## config.mk

```make
export PLATFORM = sky130hd
export DESIGN_NAME = apb_master
export DESIGN_NICKNAME = d
export VERILOG_FILES = /design/src/rtl/apb_pkg.sv /design/src/rtl/apb_addr_decoder.sv /design/src/rtl/apb_master.sv
export SDC_FILE = /design/constraint.sdc
export NUM_CORES = 1
export LEC_CHECK = 0
export CORE_AREA = 2 2 132 134
export DETAILED_ROUTE_END_ITERATION = 10
export DIE_AREA = 0 0 134 136
export MAX_ROUTING_LAYER = met4
export PLACE_DENSITY = 0.7
export SYNTH_ARGS = -nofsm -noshare
export SYNTH_HDL_FRONTEND = slang
export SYNTH_SLANG_ARGS = --single-unit
```

## constraint.sdc

```tcl
create_clock -name PCLK -period 3.8 [get_ports PCLK]
set_clock_uncertainty 0.05 [all_clocks]
set_input_delay 0.76 -clock PCLK [delete_from_list [all_inputs] [get_ports PCLK]]
set_output_delay 0.76 -clock PCLK [all_outputs]
set_load 0.02 [all_outputs]
```

## src/rtl/apb_pkg.sv

```systemverilog
// rtl/apb_pkg.sv - shared types and constants for the APB requester
// Holds the FSM state type, the default peripheral window, the slot
// index width and the slot numbers the peripherals are mapped to.
package apb_pkg;

    typedef enum logic [1:0] {
        IDLE   = 2'd0,
        SETUP  = 2'd1,
        ACCESS = 2'd2
    } apb_state_t;

    localparam logic [15:0] APB_BASE_HI = 16'h1000;
    localparam int          SLOT_W      = 4;

    localparam logic [SLOT_W-1:0] SLOT_RAM  = 4'd0;
    localparam logic [SLOT_W-1:0] SLOT_GPO  = 4'd1;
    localparam logic [SLOT_W-1:0] SLOT_GPI  = 4'd2;
    localparam logic [SLOT_W-1:0] SLOT_GPIO = 4'd3;
    localparam logic [SLOT_W-1:0] SLOT_UART = 4'd4;

endpackage

```

## src/rtl/apb_addr_decoder.sv

```systemverilog
// rtl/apb_addr_decoder.sv - combinational peripheral address decoder
// Ports:
//   addr   in  32  CPU byte address
//   mapped out 1   address falls inside the window and a populated slot
//   idx    out 4   slot index (addr[15:12]), meaningful only when mapped
module apb_addr_decoder
    import apb_pkg::*;
#(
    parameter int          NSLV    = 5,
    parameter logic [15:0] BASE_HI = APB_BASE_HI
) (
    input  logic [31:0]       addr,
    output logic              mapped,
    output logic [SLOT_W-1:0] idx
);

    // Offset within a peripheral is not the bridge's concern.
    logic unused_offset;
    assign unused_offset = ^addr[11:0];

    assign idx    = addr[15:12];
    assign mapped = (addr[31:16] == BASE_HI) && ({28'd0, addr[15:12]} < NSLV);

endmodule

```

## src/rtl/apb_master.sv

```systemverilog
// rtl/apb_master.sv - APB3 requester for the core's data-memory port
// Ports:
//   PCLK, PRESET              clock, asynchronous active-high reset
//   transfer/write/addr/wdata CPU request (sampled in IDLE or on completion)
//   rdata/ready/err           single-cycle completion towards the CPU
//   PADDR/PWRITE/PWDATA       latched request on the APB side
//   PSEL/PENABLE              one-hot select and ACCESS-phase flag
//   PRDATA/PREADY             per-slot read data and ready
module apb_master
    import apb_pkg::*;
#(
    parameter int          NSLV    = 5,
    parameter logic [15:0] BASE_HI = APB_BASE_HI,
    parameter int          TIMEOUT = 16
) (
    input  logic                  PCLK,
    input  logic                  PRESET,
    input  logic                  transfer,
    input  logic                  write,
    input  logic [31:0]           addr,
    input  logic [31:0]           wdata,
    output logic [31:0]           rdata,
    output logic                  ready,
    output logic                  err,
    output logic [31:0]           PADDR,
    output logic                  PWRITE,
    output logic [31:0]           PWDATA,
    output logic                  PENABLE,
    output logic [NSLV-1:0]       PSEL,
    input  logic [NSLV-1:0][31:0] PRDATA,
    input  logic [NSLV-1:0]       PREADY
);

    localparam logic [3:0] WAIT_LAST = 4'(TIMEOUT - 1);

    apb_state_t        state_q, state_d;
    logic [31:0]       paddr_q, paddr_d;
    logic [31:0]       pwdata_q, pwdata_d;
    logic              pwrite_q, pwrite_d;
    logic              mapped_q, mapped_d;
    logic [SLOT_W-1:0] idx_q, idx_d;
    logic [3:0]        wcnt_q, wcnt_d;

    logic              dec_mapped;
    logic [SLOT_W-1:0] dec_idx;
    logic              sel_ready;
    logic [31:0]       sel_rdata;
    logic              load;

    apb_addr_decoder #(
        .NSLV    (NSLV),
        .BASE_HI (BASE_HI)
    ) u_dec (
        .addr   (addr),
        .mapped (dec_mapped),
        .idx    (dec_idx)
    );

    // Only the latched slot's PREADY/PRDATA are ever looked at.
    always_comb begin
        sel_ready = 1'b0;
        sel_rdata = '0;
        for (int i = 0; i < NSLV; i++) begin
            if (idx_q == SLOT_W'(i)) begin
                sel_ready = PREADY[i];
                sel_rdata = PRDATA[i];
            end
        end
    end

    // Select and enable come straight from registers so they cannot glitch.
    always_comb begin
        PSEL = '0;
        if (mapped_q && (state_q != IDLE)) begin
            for (int i = 0; i < NSLV; i++) begin
                PSEL[i] = (idx_q == SLOT_W'(i));
            end
        end
    end

    assign PENABLE = (state_q == ACCESS);
    assign PADDR   = paddr_q;
    assign PWRITE  = pwrite_q;
    assign PWDATA  = pwdata_q;

    always_comb begin
        state_d = state_q;
        wcnt_d  = wcnt_q;
        load    = 1'b0;
        ready   = 1'b0;
        err     = 1'b0;
        rdata   = '0;
        unique case (state_q)
            IDLE: begin
                if (transfer) begin
                    load    = 1'b1;
                    state_d = SETUP;
                end
            end
            SETUP: begin
                wcnt_d  = '0;
                state_d = ACCESS;
            end
            ACCESS: begin
                if (!mapped_q) begin
                    ready = 1'b1;
                    err   = 1'b1;
                end else if (sel_ready) begin
                    ready = 1'b1;
                    rdata = pwrite_q ? 32'd0 : sel_rdata;
                end else if (wcnt_q == WAIT_LAST) begin
                    ready = 1'b1;
                    err   = 1'b1;
                end else begin
                    wcnt_d = wcnt_q + 4'd1;
                end
                // A request present on the completion cycle starts the
                // next SETUP immediately, with no idle gap.
                if (ready) begin
                    load    = transfer;
                    state_d = transfer ? SETUP : IDLE;
                end
            end
            default: state_d = IDLE;
        endcase
    end

    assign paddr_d  = load ? addr       : paddr_q;
    assign pwrite_d = load ? write      : pwrite_q;
    assign pwdata_d = load ? wdata      : pwdata_q;
    assign mapped_d = load ? dec_mapped : mapped_q;
    assign idx_d    = load ? dec_idx    : idx_q;

    always_ff @(posedge PCLK or posedge PRESET) begin
        if (PRESET) begin
            state_q  <= IDLE;
            paddr_q  <= '0;
            pwrite_q <= 1'b0;
            pwdata_q <= '0;
            mapped_q <= 1'b0;
            idx_q    <= '0;
            wcnt_q   <= '0;
        end else begin
            state_q  <= state_d;
            paddr_q  <= paddr_d;
            pwrite_q <= pwrite_d;
            pwdata_q <= pwdata_d;
            mapped_q <= mapped_d;
            idx_q    <= idx_d;
            wcnt_q   <= wcnt_d;
        end
    end

endmodule

```

-- Yosys cells after proc, flatten, opt, wreduce, memory -nomap -nowiden
Cells that the tools add are included.
Widths: inputs -> output; s select.
- bits in registers: 76
- bits of input ports: 233
- word-level logic and storage cells: 64
- add/subtract/negate cells: 1
- $lt $le $gt $ge: 1
- equal/unequal tests: 13
- multiplexer cells: 34
- reductions and logical operators: 8
- operators with widths (kind ; number):
    $mux 32 ; 9
    $eq 16x13->1 const B ; 1
    $mux 1 ; 16
    $mux 4 ; 3
    $eq 4x2->1 const B ; 2
    $pmux 4 s2 ; 1
    $ne 2x2->1 const B ; 3
    $pmux 2 s3 ; 1
    $mux 5 ; 1
    $add 4x1->4 const B ; 1
    $eq 4x1->1 const B ; 1
    $eq 4x3->1 const B ; 1
    $eq 4x4->1 const B ; 1
    $logic_not 4->1 ; 1
    $lt 4x3->1 const B ; 1
    $mux 2 ; 2
    $ne 2x1->1 const B ; 2
    $reduce_and 4->1 ; 1
    $reduce_bool 2->1 ; 2
    $eq 2x1->1 const B ; 1
    $eq 2x2->1 const B ; 1
    $logic_and 1x1->1 ; 2
    $logic_not 2->1 ; 1
    $pmux 1 s2 ; 1
    $reduce_and 2->1 ; 1

-- Longest topological paths before layout
- depth in word-level cells: 11
- depth in mapped cells: 8
- depth with buffers taken out: 6

-- Cells and area by module
Synthesis repeated with hierarchy kept, for this count alone.
- cells, all modules: 334
- area, all modules: 4332.9 um^2
- modules (own cells, without submodules) (module ; instances ; cells each ; area an instance (um^2)):
    apb_master ; 1 ; 323 ; 4251.6
    apb_addr_decoder ; 1 ; 11 ; 81.3

-- Worst setup path before layout
No wires, ideal clock.
- kind: register -> output
- start: register, netlist name PADDR[13]
- end: output rdata[10]
- arrival time: 2.256 ns
- setup slack: 0.734 ns
- cell stages (with the launch flop): 6
- cell sequence: dfrtp_1 buf_2 nor4_1 clkbuf_1 a222oi_1 a311oi_1
- RTL lines (item ; RTL line ; RTL):
    to (decl) ; apb_master.sv:22 ; output logic [31:0] rdata,

==> results.py <==
metrics = {
    "detailed_routing": {
        "dr.pass1.iters": 6,
        "post_drt_wl_per_cell_um": 19.7,
        "ant_nets": 0,
        "route.detailed.drc": 0,
        "via_per_inst": 4.88,
        "drt_wl_total_um": 18300,
        "num_vias": 4534,
        "drt_iter0_markers": 222,
    },
    "sta": {
        "period_share_pct": 95.2,
        "min_period_ps": 3620,
        "rsz0062_at_grt": "no",
        "relSlewSlack_pct": 42.2,
        "hold_viol_final": 0,
        "finalSetupTns_ps": 0,
        "whs_ps": 453,
        "setup_viol": 0,
        "max_freq_mhz": 277,
        "worst_pin_slew_ps": 858,
        "final_max_slew_viol_count": 0,
    },
    "yosys": {
        "synthMuxAreaShare_pct": 21.3,
        "synthXorXnorAreaFrac_pct": 0,
        "ys_seq_area_share_pct": 44.3,
        "synthSimpleGateAreaFrac_pct": 11.3,
        "synth_top_area_share_pct": 44.3,
        "synth_fa_ha_area_share_pct": 0.308,
        "ys_types": 34,
        "ys_warn_count": 0,
        "synth_nets": 601,
        "synth_area_leaders": "dfrtp_1, mux2_4, mux2_2",
        "synth_compound_area_share_pct": 18.0,
        "yosysTopAreaCell": "dfrtp_1",
        "synth_top_family_by_area": "multiplexers",
        "synth.cell_area_mm2": 0.00406,
        "syn_avg_cell_area_um2": 11.1,
        "synth_cells": 367,
        "yosys_register_bits": 72,
    },
    "cts": {
        "cts_buffers": 9,
        "clk_pin_slew_ps": 60,
        "cts_sinks": 72,
        "cts_tree": "done",
        "cts_max_level": 3,
        "root_buffer": "clkbuf_16",
        "insertion_delay_ps": 330,
        "clockBufferDepth": 2,
        "cts_setup_buffers": 0,
    },
    "die": {
        "row_count": 48,
        "io_pins": 338,
        "fp.dieH_um": 136,
        "core_mm2": 0.0169,
        "start_util_pct": 24.1,
        "dieArea_mm2": 0.0182,
        "dieWidth_um": 134,
    },
    "worst_setup_path": {
        "cp-start-kind": "flop",
        "critPathArrivalTime_ps": 2810,
        "worstPathRequired_ps": 2990,
        "cp_max_fo": 66,
        "setup.worst_path.end_class": "output port",
        "path_class": "flop to output port",
    },
    "final_layout": {
        "filler_cell_count": 1572,
        "layout.cells.non_filler": 929,
        "drive_above_1_share_pct": 16.2,
        "fin_area_mm2": 0.00815,
        "area_growth_pct": 101,
        "final_nets": 934,
    },
    "placed_design": {
        "hpwl_um": 14300,
        "dp.cells": 914,
        "placed_cell_area_mm2": 0.00779,
        "finalWeightedCongestion": 0.775,
        "portBuffers": 337,
    },
    "outcome": {
        "status": "finished clean",
    },
    "min_path": {
        "hold_path.class": "flop to flop",
    },
    "grt": {
        "grt_first_pass_wirelength_um": 26400,
        "grt_pass1_vias": 4656,
        "grt_antenna_before_repair": 1,
        "gr-total-overflow": 0,
        "grt_usage_pct": 19.5,
        "grt_max_degree": 67,
    },
    "power_and_ir_drop": {
        "p_leak_nw": 3.36,
        "vdd_drop_max_mv": 0.465,
        "pwr_density_cell_mw_per_mm2": 350,
    },
    "job": {
        "cap_violations": 0,
    },
}
==> through the flow <==
stage	worst slack (ps)	utilization (%)	power, mW
global route	43.5	48.3	2.97
global placement	29.1	46.2	1.92
finish	184	48.3	2.85
floorplan	734	-	1.36
CTS	-21.2	48.0	2.89
detailed placement	-45.3	46.2	1.93
==> registers in the layout (all words and copies together) (netlist names) <==
| register | cells |
|---|---|
| mapped_q | 1 |
| state_q | 2 |
| PWRITE | 1 |
| PADDR | 32 |
| PWDATA | 32 |
| wcnt_q | 4 |
==> synthesized netlist by cell type, drive strengths merged <==
| cell | n |
|---|---|
| or4 | 3 |
| o21ai | 4 |
| nand4bb | 1 |
| o211a | 1 |
| o211ai | 5 |
| and2 | 1 |
| clkbuf | 25 |
| nand4 | 1 |
| o221ai | 1 |
| nor3 | 2 |
| o22ai | 1 |
| or3b | 1 |
| a222oi | 32 |
| o311ai | 2 |
| or4b | 1 |
| o21bai | 1 |
| nand2 | 42 |
| nand3 | 5 |
| a311oi | 32 |
| a21oi | 2 |
| nor4 | 4 |
| dfrtp | 72 |
| inv | 7 |
| nor2b | 1 |
| nor2 | 40 |
| buf | 9 |
| nor3b | 1 |
| mux2 | 67 |
| ha | 1 |
| nand2b | 1 |
| and3 | 1 |
==> routing by layer <==
layer / track usage [%] / wire length (um)
met2: 32.6 / 8830
met4: 4.31 / 168
met3: 6.49 / 1880
met5: - / 0
met1: 22.9 / 7380
==> layout by cell type, fill, tap and decap left out, types with 5 or more instances in the layout <==
cell | netlist | routed
buf_12 | 0 | 8
clkdlybuf4s50_1 | 0 | 305
nand2_1 | 42 | 42
a311oi_1 | 32 | 30
inv_1 | 7 | 6
mux2_2 | 37 | 37
buf_4 | 0 | 15
nand3_1 | 5 | 5
dlymetal6s2s_1 | 0 | 12
dfrtp_1 | 72 | 71
clkbuf_16 | 0 | 9
nor2_1 | 40 | 38
dlygate4sd2_1 | 0 | 15
o211ai_1 | 5 | 5
a222oi_1 | 32 | 32
mux2_4 | 29 | 29
==> power by group <==
part	switching [mW]	internal (mW)
clock network	0.306	0.633
registers	0.0636	0.873
logic	0.411	0.568
total	0.781	2.07
==> path summary, 6_finish.rpt <==
path | start | to | slack, ps | depth (start not counted)
min reg2reg | PADDR[30] | PADDR[30] | 450 | 1
max reg2reg | PADDR[14] | PADDR[20] | 690 | 8
min in group asynchronous | PRESET | PADDR[24] | 670 | 2
max | PADDR[14] | ready | 180 | 6
max in group asynchronous | PRESET | PADDR[14] | 2270 | 3
min | PADDR[30] | PADDR[30] | 450 | 1
==> critical path: stages, from the launching register on <==
cell and delay, ps:
dfrtp_2 440, or4b_2 670, buf_6 290, o211ai_1 200
o21bai_2 140, and2_1 130, clkdlybuf4s50_1 600
==> cells by family after synthesis <==
| kind of cell | count (synthesis) |
|---|---|
| and+or+nand+nor | 105 |
| AOI/OAI and AO/OA | 81 |
| DFF | 72 |
| muxes | 67 |
| buffers and inverters | 41 |
| adders and majority gates | 1 |
==> repair_timing <==
item / CTS / global route
setup endpoints to repair: 16 / 16
resized for setup: 15 / 17
hold buffers: 0 / 0
pin swaps: 0 / 1
endpoints found under the hold margin: 0 / 0
==> layout make-up <==
cell class              count  area (um^2)  area share (%)
flip-flops and latches     72         1800            22.1
multi-input cells         254         2090            25.7
well taps                 225          282            3.45
clock inverters             4         95.1            1.17
repair buffers            356         3620            44.4
inverters                   7         26.3           0.322
diodes                      1         2.50          0.0307
clock buffers              10          229            2.81
Note: power is estimated with default switching activity, not from simulation.
